--- config.mk ---
export PLATFORM = sky130hd
export DESIGN_NAME = bcd_display_scanner
export DESIGN_NICKNAME = d
export VERILOG_FILES = /design/src/rtl/bcd_display_scanner.sv
export SDC_FILE = /design/constraint.sdc
export NUM_CORES = 1
export LEC_CHECK = 0
export BUFFER_PORTS_ARGS = -buffer_cell sky130_fd_sc_hd__clkbuf_2
export CAP_MARGIN = 40
export CELL_PAD_IN_SITES_DETAIL_PLACEMENT = 2
export CELL_PAD_IN_SITES_GLOBAL_PLACEMENT = 2
export CORE_ASPECT_RATIO = 1.4
export CORE_MARGIN = 3
export CORE_UTILIZATION = 42
export CTS_BUF_LIST = sky130_fd_sc_hd__clkbuf_8 sky130_fd_sc_hd__clkbuf_16
export CTS_CLUSTER_DIAMETER = 40
export CTS_CLUSTER_SIZE = 20
export DETAILED_ROUTE_END_ITERATION = 16
export GPL_TIMING_DRIVEN = 0
export MAX_ROUTING_LAYER = met4
export PLACE_DENSITY = 0.94
export RECOVER_POWER = 50
export SYNTH_ARGS = -nofsm -noshare
export SYNTH_HDL_FRONTEND = slang
export SYNTH_SLANG_ARGS = --single-unit
--- constraint.sdc ---
create_clock -name clk -period 6.33 [get_ports clk]
set_input_delay 1.899 -clock clk [delete_from_list [all_inputs] [get_ports clk]]
set_output_delay 1.899 -clock clk [all_outputs]
set_load 0.005 [all_outputs]
--- src/rtl/bcd_display_scanner.sv ---
// Three-digit multiplexed seven-segment scanner: latches BCD digits, swaps them in
// tear-free at frame boundaries, scans with an anti-ghost gap and blanks leading zeros.
module bcd_display_scanner #(
  parameter int REFRESH_DIV    = 50000,
  parameter int GHOST_CYCLES   = 16,
  parameter bit BLANK_LEADING  = 1'b1,
  parameter bit SEG_ACTIVE_LOW = 1'b1,
  parameter bit DIG_ACTIVE_LOW = 1'b1
) (
  input  logic       clk,
  input  logic       reset_n,
  input  logic       load,
  input  logic [3:0] ones,
  input  logic [3:0] tens,
  input  logic [3:0] hundreds,
  input  logic       blank,
  output logic [6:0] seg,
  output logic [2:0] dig_en,
  output logic       pending
);

  localparam int CW = (REFRESH_DIV > 1) ? $clog2(REFRESH_DIV) : 1;

  typedef enum logic [1:0] {
    SLOT_ONES,
    SLOT_TENS,
    SLOT_HUNDREDS
  } slot_t;

  logic [CW-1:0] count;
  logic          tick;
  logic          frame_boundary;
  slot_t         slot, slot_next;

  logic [3:0] shadow_ones, shadow_tens, shadow_hundreds;
  logic [3:0] disp_ones, disp_tens, disp_hundreds;

  logic [3:0] cur_digit;
  logic [2:0] slot_onehot;
  logic       digit_blanked;
  logic       digit_on;
  logic [6:0] seg_next, seg_q;
  logic [2:0] dig_next, dig_q;

  function automatic logic [6:0] decode(input logic [3:0] d);
    logic [6:0] s;
    case (d)
      4'd0:    s = 7'h3F;
      4'd1:    s = 7'h06;
      4'd2:    s = 7'h5B;
      4'd3:    s = 7'h4F;
      4'd4:    s = 7'h66;
      4'd5:    s = 7'h6D;
      4'd6:    s = 7'h7D;
      4'd7:    s = 7'h07;
      4'd8:    s = 7'h7F;
      4'd9:    s = 7'h6F;
      default: s = 7'h40;  // non-BCD codes show a dash
    endcase
    return s;
  endfunction

  assign tick           = (count == CW'(REFRESH_DIV - 1));
  assign frame_boundary = tick && (slot == SLOT_HUNDREDS);

  // NOTE: sequential state uses non-blocking assignments so every register samples
  // pre-edge values; reset is asynchronous so outputs go inactive without a clock.
  always_ff @(posedge clk or negedge reset_n) begin
    if (!reset_n) begin
      count <= '0;
    end else if (tick) begin
      count <= '0;
    end else begin
      count <= count + 1'b1;
    end
  end

  always_ff @(posedge clk or negedge reset_n) begin
    if (!reset_n) begin
      slot <= SLOT_ONES;
    end else begin
      slot <= slot_next;
    end
  end

  // NOTE: every always_comb output gets a default first so no path infers a latch.
  always_comb begin
    slot_next = slot;
    if (tick) begin
      case (slot)
        SLOT_ONES:     slot_next = SLOT_TENS;
        SLOT_TENS:     slot_next = SLOT_HUNDREDS;
        SLOT_HUNDREDS: slot_next = SLOT_ONES;
        default:       slot_next = SLOT_ONES;
      endcase
    end
  end

  // A load on the boundary cycle still lets the older shadow through; the new
  // capture keeps pending set so it goes out one frame later.
  always_ff @(posedge clk or negedge reset_n) begin
    if (!reset_n) begin
      shadow_ones     <= '0;
      shadow_tens     <= '0;
      shadow_hundreds <= '0;
      disp_ones       <= '0;
      disp_tens       <= '0;
      disp_hundreds   <= '0;
      pending         <= 1'b0;
    end else begin
      if (frame_boundary && pending) begin
        disp_ones     <= shadow_ones;
        disp_tens     <= shadow_tens;
        disp_hundreds <= shadow_hundreds;
        pending       <= 1'b0;
      end
      if (load) begin
        shadow_ones     <= ones;
        shadow_tens     <= tens;
        shadow_hundreds <= hundreds;
        pending         <= 1'b1;
      end
    end
  end

  always_comb begin
    cur_digit     = disp_ones;
    slot_onehot   = 3'b001;
    digit_blanked = 1'b0;
    case (slot)
      SLOT_TENS: begin
        cur_digit     = disp_tens;
        slot_onehot   = 3'b010;
        digit_blanked = BLANK_LEADING && (disp_hundreds == 4'd0) && (disp_tens == 4'd0);
      end
      SLOT_HUNDREDS: begin
        cur_digit     = disp_hundreds;
        slot_onehot   = 3'b100;
        digit_blanked = BLANK_LEADING && (disp_hundreds == 4'd0);
      end
      default: begin
        cur_digit     = disp_ones;
        slot_onehot   = 3'b001;
        digit_blanked = 1'b0;
      end
    endcase
    digit_on = (count >= CW'(GHOST_CYCLES)) && !blank && !digit_blanked;
    dig_next = digit_on ? slot_onehot : 3'b000;
    seg_next = digit_on ? decode(cur_digit) : 7'h00;
  end

  // Output registers hold active-high values; polarity is applied afterwards so
  // the reset value is always the inactive level.
  always_ff @(posedge clk or negedge reset_n) begin
    if (!reset_n) begin
      seg_q <= '0;
      dig_q <= '0;
    end else begin
      seg_q <= seg_next;
      dig_q <= dig_next;
    end
  end

  assign seg    = seg_q ^ {7{SEG_ACTIVE_LOW}};
  assign dig_en = dig_q ^ {3{DIG_ACTIVE_LOW}};

endmodule

Yosys cells after proc, flatten, opt, wreduce, memory -nomap -nowiden
Memory sizes are Yosys's and may differ from the RTL's.
Index checks and enable logic that the tools add are counted.
Operators by class
  add/sub/neg operators: 1
  $lt $le $gt $ge: 1
  equal/unequal tests: 3
  muxes and demuxes: 9
  bitwise logic cells: 2
  reduce and logical (&&, ||, !) cells: 11
Operator list (count)
  adder 16 x 1 -> 16 bit, second input constant: 1
  equality test 16 bit, second input constant: 1
  greater-or-equal comparator 16 x 5 -> 1 bit, second input constant: 1
  2-to-1 mux 16 bit: 1
  zero test 4 bit: 2
  case mux 4 bit (2 select lines): 1
  2-to-1 mux 7 bit: 1
  NOT 7 bit: 1
  case mux 3 bit (2 select lines): 1
  logical AND 1 bit: 5
  case mux 2 bit (2 select lines): 1
  2-to-1 mux 3 bit: 1
  NOT 3 bit: 1
  equality test 2 x 1 -> 1 bit, second input constant: 1
  equality test 2 bit, second input constant: 1
  zero test 1 bit: 2
  zero test 2 bit: 1
  2-to-1 mux 1 bit: 2
  case mux 1 bit (2 select lines): 1
  nonzero test 2 bit: 1
Storage, ports and cells
  register bits: 53
  memory bits (read-only): 112
  input bits: 16
  word-level logic and storage cells: 39
  memories kept: 1
Memory list
  (no name shown): words 16, bits a word 7, read ports 1, clocked after memory_dff 0, write ports 0, RTL line 47  | case (d)

Longest topological paths before layout
  depth in word-level cells: 6
  depth in mapped cells: 11
  depth with buffers taken out: 10

Worst setup path before layout
OpenSTA, ideal clock, no wires.
  path kind: input to register
  start: input load
  end: register shadow_hundreds[0]
  data arrival time: 2.575 ns
  path slack: 3.630 ns
  stages: 2
  cells stage by stage: buf_1 > mux2_2
RTL lines
  start: declaration: RTL line 12  | input logic load,
  end signal: assignment: RTL line 120  | shadow_hundreds <= hundreds;
  end: declaration: RTL line 35  | logic [3:0] shadow_ones, shadow_tens, shadow_hundreds;
No word-level cell between the ends.

==> impl_metrics.yaml <==
flow_run:
  drv_cap: 1
critical_path:
  worstReg2RegStart: "slot[0]"
  cp.required_ns: 6.48
  setup.worst_path.class: "in2async"
  cp-end-kind: "asynchronous set/reset pin"
  cpLargestDelayFamily: "buffers and inverters"
  crit_start: "reset_n"
  arrival_ns: 3.04
  r2r_cells: 9
  critical-path-max-stage-delay_ns: 1.12
  critPathSlowestCell: "clkbuf_1"
  crit_path_start_kind: "input port"
  rrSetupSlack_ns: 3.48
  path_cells: "clkbuf_1"
  worst-path-max-fanout: 28
  regToRegEndpoint: "seg_q[5]"
  path_buf_inv: 1
timing:
  setup_tns_ns: 0
  period_share: 0.4570
  relSlewSlack: -0.06152
  rsz0062_at_grt: "no"
  skew_ns: 0.01096
  setup_viol: 0
  fin_crit_ns: 2.893
  hold_viol: 0
  clock.fmax_mhz: 345.7
  hold-worst-slack_ns: 0.5099
  tightest_slew_ns: 1.592
  slew_viol_final: 28
detailed_routing:
  antenna_left: 0
  drt_first_iter_violations: 88
  wire_per_inst_microns: 22.50
  wirelength_mm: 7.447
  avgViaCountPerCell: 5.686
  vias: 1882
  drtPass1Iterations: 4
  drc: 0
power_and_ir_drop:
  vdd_ir_drop_max_uv: 153.3
  leakagePower_nw: 1.376
  power_per_cell_area_nw_per_um2: 214.3
min_path:
  hold_path_class: "reg2reg"
  min_path_cells: 1
  min_to: "count[0]"
  min-delay-start: "count[0]"
clocking:
  cts_max_path_buffers: 2
  numCtsBuffers: 5
  clk_pin_slew_worst_paths_ns: 0.10
  cts_resized: 0
  cts.sinks: 53
  clock_latency_ns: 0.31
  cts-root-buf: "clkbuf_8"
  post_cts_buffers: 0
  ctsHoldBuffers: 0
  htree_levels: 2
  cts_tree: "done"
grt:
  grt_max_degree: 29
  grt_pass1_wl_mm: 12.39
  gr-usage-met1: 0.2706
  antenna_found_initial: 0
  grt_use_total: 0.2368
  overflow: 0
  grt_pass1_vias: 2223
  use_met2: 0.4110
  busiest_layer: "met2"
  use_met3: 0.03236
synthesis:
  synth_fp_nets: 252
  ys_ff_latch: 53
  yosysWarnings: 0
  syn_inst: 226
  syn_area_per_cell_sq_um: 11.57
  seq_area_frac_synth: 0.5072
  synth.cell_area_sq_um: 2615
  ys_types: 42
finish:
  num-fill-cells: 621
  final_core_utilization: 0.4903
  final_cell_count_no_fill: 331
  antenna_cells: 0
  syn2layout_area_growth_pct: 11.48
  nNetsFinal: 286
  drive_gt1_frac: 0.2222
floorplan:
  core_area_sq_um: 5946
  die_x_microns: 72.69
  ios: 27
  dieHeight_microns: 99.37
  row_count: 33
  initial_core_util: 0.4398
  die_area_sq_um: 7223
placement:
  routabilityCongestion: 0.7950
  dp_cells: 323
  place_hpwl_mm: 5.064
  io_buffers: 26
status:
  outcome: "complete, but fails checks"
  violations: "capacitance limit, slew limit"
[area by class of cell]
cell class | instances | area (sq um) | share of cell area
flip-flops and latches | 53 | 1326 | 0.4549
multi-input cells | 146 | 1122 | 0.3850
repair buffers | 27 | 147.6 | 0.05064
well taps | 70 | 87.58 | 0.03004
clock buffers | 6 | 82.58 | 0.02833
inverters | 20 | 75.07 | 0.02575
clock inverters | 2 | 37.54 | 0.01288
plain buffers | 7 | 36.28 | 0.01245
[placed cells by master, fill, tap and decap left out, types with 2 or more instances in the layout]
master	netlist	routed
xor2_1	7	7
nand4_1	5	5
nand3_1	12	12
clkbuf_2	1	25
nand2_1	9	9
a22o_1	4	4
xnor2_1	5	5
or3_1	5	5
o21ai_0	5	5
inv_1	20	20
nor2_1	13	13
clkbuf_1	0	5
mux2_2	16	14
nor4_1	3	3
a21oi_1	10	10
and3_1	4	4
ha_1	10	10
mux2_1	0	11
dfrtp_1	53	53
nor3_1	3	4
and2_1	2	2
mux2i_1	2	2
a21o_1	4	4
clkbuf_8	0	6
[synthesized netlist by cell type]
cell	n	area share
nor4_1	3	0.0072
nor3_1	3	0.0057
inv_1	20	0.029
nand4_4	1	0.0081
or2_2	1	0.0024
ha_1	10	0.048
xnor2_1	5	0.017
o21ai_0	5	0.0096
o21ba_2	1	0.0038
mux2_4	10	0.057
o31ai_1	1	0.0029
and3_1	4	0.0096
a21oi_1	10	0.019
a22oi_1	1	0.0029
mux2_2	16	0.069
or4_1	1	0.0029
nor2b_1	1	0.0024
buf_2	3	0.0057
nand2_1	9	0.013
nand2b_1	1	0.0024
and2_1	2	0.0048
mux2i_1	2	0.0077
nand4_1	5	0.012
and2_4	1	0.0033
buf_1	1	0.0014
a41oi_1	1	0.0033
a21o_1	4	0.011
a22o_1	4	0.013
o211ai_1	1	0.0029
xor2_1	7	0.023
and3_2	1	0.0029
o21ai_1	1	0.0019
nand3_1	12	0.023
or3_1	5	0.012
a221oi_1	1	0.0033
mux2i_4	1	0.0086
clkbuf_2	1	0.0019
nor4_2	1	0.0048
dfrtp_1	53	0.51
buf_6	2	0.0086
nor3_4	1	0.0062
nor2_1	13	0.019
[routing by layer]
layer / vias up / wire, microns
met5: - / 0
met4: 0 / 211
met3: 18 / 203
met2: 44 / 4122
met1: 974 / 2910
li1: 846 / -
[where the power goes]
group / switching, mW / leakage, nW / internal [mW]
clock network: 0.112 / 0.0574 / 0.129
logic: 0.0160 / 0.642 / 0.0139
registers: 0.00587 / 0.677 / 0.348
[per-stage QoR]
| step | power (mW) | area (sq um) | setup slack (ns) |
|---|---|---|---|
| 2_1_floorplan | 0.3704 | 2615 | 3.630 |
| 3_3_place_gp | 0.3860 | 2833 | 3.269 |
| 3_5_place_dp | 0.3919 | 2853 | 3.219 |
| 4_1_cts | 0.6306 | 2973 | 3.445 |
| 5_1_grt | 0.6461 | 2915 | 3.190 |
| 6_report | 0.6247 | 2915 | 3.437 |
[how the worst max path moves through the flow]
stage	endpoint	slack [ns]	cells after the start
floorplan	shadow_hundreds[0]	3.63	2
global placement	count[3]	3.27	1
detailed placement	shadow_ones[3]	3.22	3
CTS	seg_q[5]	3.45	9
global route	disp_tens[0]	3.19	1
finish	disp_tens[1]	3.44	1
[state kept, by name (all words and copies together), names as in the netlist]
name,flops
count,16
dig_q,3
disp_hundreds,4
shadow_tens,4
disp_tens,4
slot,2
pending,1
seg_q,7
shadow_ones,4
disp_ones,4
shadow_hundreds,4
[worst register-to-register path, stage by stage (launching register included)]
cell and delay, ns:
dfrtp_1 0.40, inv_1 0.10, ha_1 0.29, clkbuf_2 0.20, buf_2 0.28, mux2i_1 0.48
inv_1 0.17, ha_1 0.28, or3_1 0.40, a21oi_1 0.19
[cells by family (layout without fill, tap and decap cells)]
family	count (synthesis)	in the layout	synth area share
muxes	29	29	0.1426
adders and majority gates	10	10	0.04785
buffers and inverters	27	62	0.04641
and+or+nand+nor	65	65	0.1412
AOI/OAI and AO/OA	30	30	0.07464
xor gates and xnor gates	12	12	0.04019
DFF	53	53	0.5072
(Power assumes the default switching activity.)
